$ cat src/rtl/regfile_write_arbiter.sv
// ---------------------------------------------------------------------------
// regfile_write_arbiter
//
// Two-requester write arbiter in front of a register file. Each cycle at
// most one request is granted. A round-robin pointer breaks ties, and the
// granted write is presented to the register file one cycle later as a
// registered strobe, a one-hot select and a data word. A write to a
// write-protected register still completes its handshake. It is then
// dropped and reported with a one-cycle ProtectError pulse.
//
// Ports
//   Clock               in   rising-edge clock
//   ResetN              in   asynchronous active-low reset
//   AValid/BValid       in   write request from requester A / B
//   AAddress/BAddress   in   register index 0..NUM_REGS-1
//   AData/BData         in   write value
//   AReady/BReady       out  request accepted this cycle (combinational)
//   Stall               in   register file cannot take a write this cycle
//   WriteProtect        in   per-register protect mask, bit (index+1)
//   WriteEnable         out  registered write strobe
//   WriteAddressDecoded out  registered one-hot select, bit (index+1)
//   WriteValue          out  registered write data, holds when idle
//   ProtectError        out  one-cycle pulse: accepted write was dropped
//   ConflictCount       out  saturating count of cycles with both valid
// ---------------------------------------------------------------------------
module regfile_write_arbiter #(
  parameter int NUM_REGS   = 32,
  parameter int DATA_WIDTH = 16
) (
  input  logic                        Clock,
  input  logic                        ResetN,
  input  logic                        AValid,
  input  logic [$clog2(NUM_REGS)-1:0] AAddress,
  input  logic [DATA_WIDTH-1:0]       AData,
  output logic                        AReady,
  input  logic                        BValid,
  input  logic [$clog2(NUM_REGS)-1:0] BAddress,
  input  logic [DATA_WIDTH-1:0]       BData,
  output logic                        BReady,
  input  logic                        Stall,
  input  logic [NUM_REGS:1]           WriteProtect,
  output logic                        WriteEnable,
  output logic [NUM_REGS:1]           WriteAddressDecoded,
  output logic [DATA_WIDTH:1]         WriteValue,
  output logic                        ProtectError,
  output logic [7:0]                  ConflictCount
);

  localparam int ADDR_W = $clog2(NUM_REGS);

  // Round-robin pointer: 0 favours A, 1 favours B on a tie.
  logic                  priority_reg;

  logic                  write_enable_reg;
  logic [NUM_REGS:1]     write_decoded_reg;
  logic [DATA_WIDTH:1]   write_value_reg;
  logic                  protect_error_reg;
  logic [7:0]            conflict_count_reg;

  logic                  grant_a;
  logic                  grant_b;
  logic                  grant_any;
  logic [ADDR_W-1:0]     sel_addr;
  logic [DATA_WIDTH-1:0] sel_data;
  logic [NUM_REGS:1]     decode_next;
  logic                  sel_protected;
  logic                  both_valid;

  // -------------------------------------------------------------------------
  // Grant logic.
  // A requester wins if it is valid and either has no competitor or holds
  // priority. Gating with ResetN keeps both Ready outputs low while the
  // block is in reset, even though the grant path is combinational.
  // -------------------------------------------------------------------------
  always_comb begin
    grant_a = 1'b0;
    grant_b = 1'b0;
    if (ResetN && !Stall) begin
      grant_a = AValid && (!BValid || !priority_reg);
      grant_b = BValid && (!AValid ||  priority_reg);
    end
  end

  assign grant_any  = grant_a | grant_b;
  assign both_valid = AValid & BValid;

  // Select the granted request. When B is not granted, A's fields pass
  // through. They are only consumed when grant_any is set.
  assign sel_addr = grant_b ? BAddress : AAddress;
  assign sel_data = grant_b ? BData    : AData;

  // -------------------------------------------------------------------------
  // One-hot decode of the selected index onto the 1-based select vector.
  // The same vector picks out the protect bit for that register, so the
  // protect check uses exactly the decode the register file would see.
  // -------------------------------------------------------------------------
  genvar gi;
  generate
    for (gi = 1; gi <= NUM_REGS; gi++) begin : g_decode
      assign decode_next[gi] = (sel_addr == ADDR_W'(gi - 1));
    end
  endgenerate

  assign sel_protected = |(decode_next & WriteProtect);

  // -------------------------------------------------------------------------
  // Priority pointer and write-port registers.
  // Every output strobe is rebuilt each cycle, so each lasts exactly one
  // cycle. WriteValue only loads on an unprotected grant and otherwise
  // keeps the last value written. An asynchronous reset therefore discards
  // any write accepted just before it.
  // -------------------------------------------------------------------------
  always_ff @(posedge Clock or negedge ResetN) begin
    if (!ResetN) begin
      priority_reg      <= 1'b0;
      write_enable_reg  <= 1'b0;
      write_decoded_reg <= '0;
      write_value_reg   <= '0;
      protect_error_reg <= 1'b0;
    end else begin
      write_enable_reg  <= 1'b0;
      write_decoded_reg <= '0;
      protect_error_reg <= 1'b0;
      if (grant_any) begin
        // Hand priority to the requester that was not served.
        priority_reg <= grant_a;
        if (sel_protected) begin
          protect_error_reg <= 1'b1;
        end else begin
          write_enable_reg  <= 1'b1;
          write_decoded_reg <= decode_next;
          write_value_reg   <= sel_data;
        end
      end
    end
  end

  // -------------------------------------------------------------------------
  // Contention counter.
  // Any edge where both requesters are valid counts, whether or not a grant
  // happens. The counter saturates and does not wrap.
  // -------------------------------------------------------------------------
  always_ff @(posedge Clock or negedge ResetN) begin
    if (!ResetN) begin
      conflict_count_reg <= '0;
    end else if (both_valid && (conflict_count_reg != 8'hFF)) begin
      conflict_count_reg <= conflict_count_reg + 8'd1;
    end
  end

  assign AReady              = grant_a;
  assign BReady              = grant_b;
  assign WriteEnable         = write_enable_reg;
  assign WriteAddressDecoded = write_decoded_reg;
  assign WriteValue          = write_value_reg;
  assign ProtectError        = protect_error_reg;
  assign ConflictCount       = conflict_count_reg;

endmodule

$ cat config.mk
export PLATFORM = sky130hd
export DESIGN_NAME = regfile_write_arbiter
export DESIGN_NICKNAME = d
export VERILOG_FILES = /design/src/rtl/regfile_write_arbiter.sv
export SDC_FILE = /design/constraint.sdc
export NUM_CORES = 1
export LEC_CHECK = 0
export CELL_PAD_IN_SITES_DETAIL_PLACEMENT = 0
export CELL_PAD_IN_SITES_GLOBAL_PLACEMENT = 1
export CORE_MARGIN = 2
export CORE_UTILIZATION = 25
export CTS_CLUSTER_SIZE = 24
export DETAILED_ROUTE_END_ITERATION = 10
export PLACE_DENSITY = 0.67
export SYNTH_ARGS = -nofsm -noshare
export SYNTH_HDL_FRONTEND = slang
export SYNTH_SLANG_ARGS = --single-unit
export TNS_END_PERCENT = 50
$ cat constraint.sdc
create_clock -name Clock -period 3.5 [get_ports Clock]
set_input_delay 0.35 -clock Clock [delete_from_list [all_inputs] [get_ports Clock]]
set_output_delay 0.35 -clock Clock [all_outputs]
set_load 0.02 [all_outputs]
Yosys cells after proc, flatten, opt, wreduce, memory -nomap -nowiden
Index checks and enable logic that the tools add are counted.
{"block": "totals", "wordCells": 66, "reg_bits": 59, "input_bits": 79}
{"block": "classes", "bitwise_logic": 4, "n_mux": 10, "n_reduce_logical": 13, "n_eq_ne": 32, "add_sub_neg": 1}
{"op": "5-bit equality test (second input constant)", "count": 16}
{"op": "32-bit two-way mux", "count": 2}
{"op": "5-bit by 4-bit equality test with 1-bit output (second input constant)", "count": 8}
{"op": "32-bit bitwise AND", "count": 1}
{"op": "32-bit OR reduction", "count": 1}
{"op": "5-bit by 3-bit equality test with 1-bit output (second input constant)", "count": 4}
{"op": "16-bit two-way mux", "count": 1}
{"op": "5-bit by 2-bit equality test with 1-bit output (second input constant)", "count": 2}
{"op": "8-bit by 1-bit adder with 8-bit output (second input constant)", "count": 1}
{"op": "8-bit != test (second input constant)", "count": 1}
{"op": "1-bit two-way mux", "count": 6}
{"op": "5-bit by 1-bit equality test with 1-bit output (second input constant)", "count": 1}
{"op": "5-bit logical NOT", "count": 1}
{"op": "5-bit two-way mux", "count": 1}
{"op": "1-bit logical AND", "count": 4}
{"op": "1-bit logical NOT", "count": 4}
{"op": "1-bit logical OR", "count": 2}
{"op": "2-bit AND reduction", "count": 1}
{"op": "1-bit bitwise AND", "count": 1}
{"op": "1-bit NOT", "count": 1}
{"op": "1-bit bitwise OR", "count": 1}

Depth between registers and ports, before layout
{"block": "depth", "depth_word": 10, "depth_mapped": 12, "ltp_nobuf": 9}

Worst setup path before layout
Ideal clock, no wire load.
{"block": "synth_path", "kind": "input to register", "start": "in ResetN", "end": "reg write_value_reg (netlist bit WriteValue[10])", "setup_slack_ns": 0.682, "stages": 11, "n_path_buf": 3, "arrival_time_ns": 2.690, "required_ns": 3.373, "path_cell_list": "nor2b_4 > nand3_4 > buf_6 > mux2i_1 > a2111oi_2 > a21oi_1 > or4b_4 > nor2_1 > buf_4 > buf_8 > mux2_1"}
{"block": "synth_between", "elab_chain_cells": 8}
{"item": "start, declared", "line_no": "31", "source": "input logic ResetN,"}
{"item": "1-bit logical AND (*)", "line_no": "78", "source": "if (ResetN && !Stall) begin"}
{"item": "1-bit two-way mux", "line_no": "78"}
{"item": "5-bit two-way mux", "line_no": "89", "source": "assign sel_addr = grant_b ? BAddress : AAddress;"}
{"item": "5-bit by 1-bit equality test with 1-bit output, or another cell as far along", "line_no": "100", "source": "assign decode_next[gi] = (sel_addr == ADDR_W'(gi - 1));"}
{"item": "32-bit bitwise AND", "line_no": "104", "source": "assign sel_protected = |(decode_next & WriteProtect);"}
{"item": "32-bit OR reduction", "line_no": "104"}
{"item": "1-bit NOT (no source line)"}
{"item": "2-bit AND reduction (no source line)"}
{"item": "end signal, assigned", "line_no": "132", "source": "write_value_reg <= sel_data;"}
{"item": "end, declared", "line_no": "56", "source": "logic [DATA_WIDTH:1] write_value_reg;"}
Mark *: on every way between the ends. The rest lies on a longest branch, timed or not.
A chain may end at the register's enable or synchronous reset.

Worst setup path after layout
{"block": "layout_path", "start": "in Stall", "end": "reg write_value_reg (netlist bit WriteValue[1])"}
{"block": "layout_between", "elab_chain_cells": 9}
{"item": "start, declared", "line_no": "40", "source": "input logic Stall,"}
{"item": "1-bit logical NOT (*)", "line_no": "78"}
{"item": "1-bit logical AND (*)", "line_no": "78"}
{"item": "1-bit two-way mux", "line_no": "78"}
{"item": "5-bit two-way mux", "line_no": "89"}
{"item": "5-bit by 1-bit equality test with 1-bit output, or another cell as far along", "line_no": "100"}
{"item": "32-bit bitwise AND", "line_no": "104"}
{"item": "32-bit OR reduction", "line_no": "104"}
{"item": "1-bit NOT (no source line)"}
{"item": "2-bit AND reduction (no source line)"}
Marks and branches as above.

==> summary.md <==
| Metric | Value |
|---|---|
| Met1 usage | `0.216` |
| Clock insertion delay at the later pin of the skew report | `0.32 ns` |
| # nets final | `566` |
| DRT iter0 DRCs | `136` |
| Floorplan Core Area | `12600 um2` |
| Flops & latches, synth | `59` |
| DR pass1 iterations | `4` |
| Post-synth EDFFs | `0` |
| RePlAce Congestion | `0.936` |
| Avg WL per Cell | `16.6 um` |
| CTS tree | `done` |
| Die X | `117 um` |
| Final Setup Violations | `0` |
| Fmax | `319 MHz` |
| Final Hold Fails | `0` |
| Vias per inst | `4.58` |
| R2r setup slk | `0.48 ns` |
| RSZ-0062 raised after global routing | `no` |
| Reg2Reg Capture Point | `WriteValue[1]` |
| Least-Margin Pin Slew | `0.727 ns` |
| Synth cell types | `52` |
| Startpoint types | `input pin` |
| Syn Inst Count | `326` |
| DRC viols | `0` |
| Routed WL | `11000 um` |
| GRT overflow | `0` |
| Tcrit/Tclk final | `0.896` |
| Post-synthesis sequential area ratio | `0.461` |
| Num ports | `139` |
| Antenna Cells | `0` |
| Clock-pin slew of the registers on the worst-case setup and hold paths | `0.05 ns` |
| Crit path cell chain | `clkdlybuf4s50_1 -> nor2b_4 -> nand3_4 -> inv_2 -> buf_4 -> mux2i_1 -> o31ai_1 -> o221ai_1 -> or4b_4 -> nor2_2 -> buf_12 -> mux2_2` |
| Die height | `117 um` |
| Area Growth Syn to Fin | `63.6%` |
| Post-synth top area share | `0.461` |
| Reg2reg start | `priority_reg` |
| Critical Path RT | `3.70 ns` |
| Crit. End Element | `flip-flop` |
| WP buf/inv | `4` |
| Slew Limit Fails | `0` |
| Initial Utilization | `0.255` |
| Syn avg cell area | `9.83 um2` |
| Post-synth top flop | `dfrtp_1` |
| WS Path Type | `input pin to flip-flop` |
| PwrDens | `490 nW/um2` |
| CP delay by family, top | `buffers and inverters` |
| First-pass GRT wire length | `16600 um` |
| Crit path DAT | `3.34 ns` |
| Gr busiest metal | `met2` |
| Post-DP HPWL | `8890 um` |
| Leading area contributor after synthesis | `dfrtp_1` |
| Mapped cell area | `3210 um2` |
| Async set-reset flop share out of synthesis | `1.00` |
| Top-count cell post-synth | `nand2_1` |
| Htree depth | `3` |
| Max_slew headroom | `0.515` |
| Largest net degree at the start of global routing | `60` |
| Row count | `41` |
| Synth top cells by count | `67 x nand2_1, 59 x dfrtp_1, 25 x and3_1, 16 x nand3_1` |
| Worst path slowest cell | `or4b_4` |
| Vias in the first global route | `3045` |
| Tmin final | `3.14 ns` |
| Post-CTS setup buffers | `0` |
| Gr usage total | `0.163` |
| Post-Syn Nets | `406` |
| CTS root buf | `clkbuf_16` |
| Max IR drop VDD | `200 uV` |
| PortBufs | `138` |
| Share of cells above drive strength 1 | `0.143` |
| Via count | `3034` |
| Tightest Hold Check Type | `input pin to asynchronous set/reset pin` |
| Hold Buf Count CTS | `0` |
| Max FFs per register | `32` |
| Ranking of synthesized cells by area | `dfrtp_1 46%, nand2_1 7.8%, and3_1 4.9%` |
| Post-route setup TNS | `0 ns` |
| R2R depth | `10` |
| Number of max-cap violations | `0` |
| CP max FO | `25` |
| Worst hold slack | `0.266 ns` |
| CTS buffer count | `9` |
| Clock Sinks | `59` |
| Run status | `completed` |
| Max Clock Skew | `0.00346 ns` |
| Initial antenna violation count | `0` |
| Synth warn | `0` |
| GRT met3 Usage | `0.0366` |
| Total Die Area | `13700 um2` |
| Antenna Violating Nets Remaining | `0` |
| Cell leakage power | `2.37 nW` |
| Clk buf depth | `2` |
| Met2 usage | `0.256` |
| Max incr delay on CP | `0.54 ns` |
| Post_cts resized | `0` |
-- cells by family (layout without fill, tap and decap cells) --
family | count (synthesis) | in the layout | synth area share
fa+ha+maj | 1 | 1 | 0.00390
simple gates | 160 | 160 | 0.258
compound gates | 42 | 42 | 0.0991
buf+inv | 22 | 186 | 0.0375
xor+xnor | 7 | 7 | 0.0191
flops | 59 | 59 | 0.461
mux | 35 | 35 | 0.122
-- cells in the final DEF, fill, tap and decap left out, types with 2 or more instances in the layout --
cell type        instances
nor2_1                   9
o31ai_1                  2
nor2b_1                  7
nand4_1                  6
a21oi_1                  5
o21ai_0                  6
xnor2_1                  4
mux2_4                   3
mux2_1                   8
nor4_1                  10
clkbuf_1                 2
clkbuf_16                9
and3_1                  25
a22oi_1                  8
mux2i_1                 12
a22o_1                   3
clkdlybuf4s50_1        137
nand3b_1                 2
nand2b_1                 4
a31oi_1                  4
xor2_1                   3
dfrtp_1                 59
and2_1                   4
buf_4                   30
nor3_1                   2
clkbuf_8                 2
nand2_1                 67
mux2_2                  12
buf_12                   2
a311oi_1                 2
nand3_1                 16
-- through the flow --
step	setup slack (ns)	util	area [um2]	cells	power [mW]
after floorplan	0.682	-	3210	326	1.27
after global placement	0.0427	0.394	4950	647	1.70
after detailed placement	0.0250	0.394	4950	647	1.72
after CTS	0.364	0.417	5240	662	2.61
after global routing	0.156	0.417	5240	662	2.71
final	0.364	0.417	5240	662	2.57
-- per-layer routing --
metal	part of all wire	up-vias	routed length, um
li1	-	1486	-
met1	0.46	1412	5040
met2	0.45	116	4980
met3	0.064	20	707
met4	0.026	0	291
met5	0	-	0
-- worst max-delay path by stage --
stage / from / end / cells past startpoint
3_3_place_gp: Stall / WriteValue[7] / 12
5_1_grt: Stall / WriteValue[9] / 12
3_5_place_dp: AValid / WriteValue[1] / 11
4_1_cts: AValid / WriteValue[1] / 11
2_1_floorplan: ResetN / WriteValue[10] / 11
6_report: Stall / WriteValue[1] / 12
-- power breakdown --
part           switching [mW]  internal (mW)
combinational           0.381          0.432
clock                   0.287          0.584
sequential             0.0835          0.803
total                   0.752           1.82
-- cell type report --
cell class              count  area (um2)
clock buffers              13         260
repair buffers            170        1640
multi-input cells         245        1610
flip-flops and latches     59        1480
inverters                   1        3.75
clock inverters             2        35.0
well taps                 172         215
fillers                  1254        7320
Power figures use the tool's default switching activity.
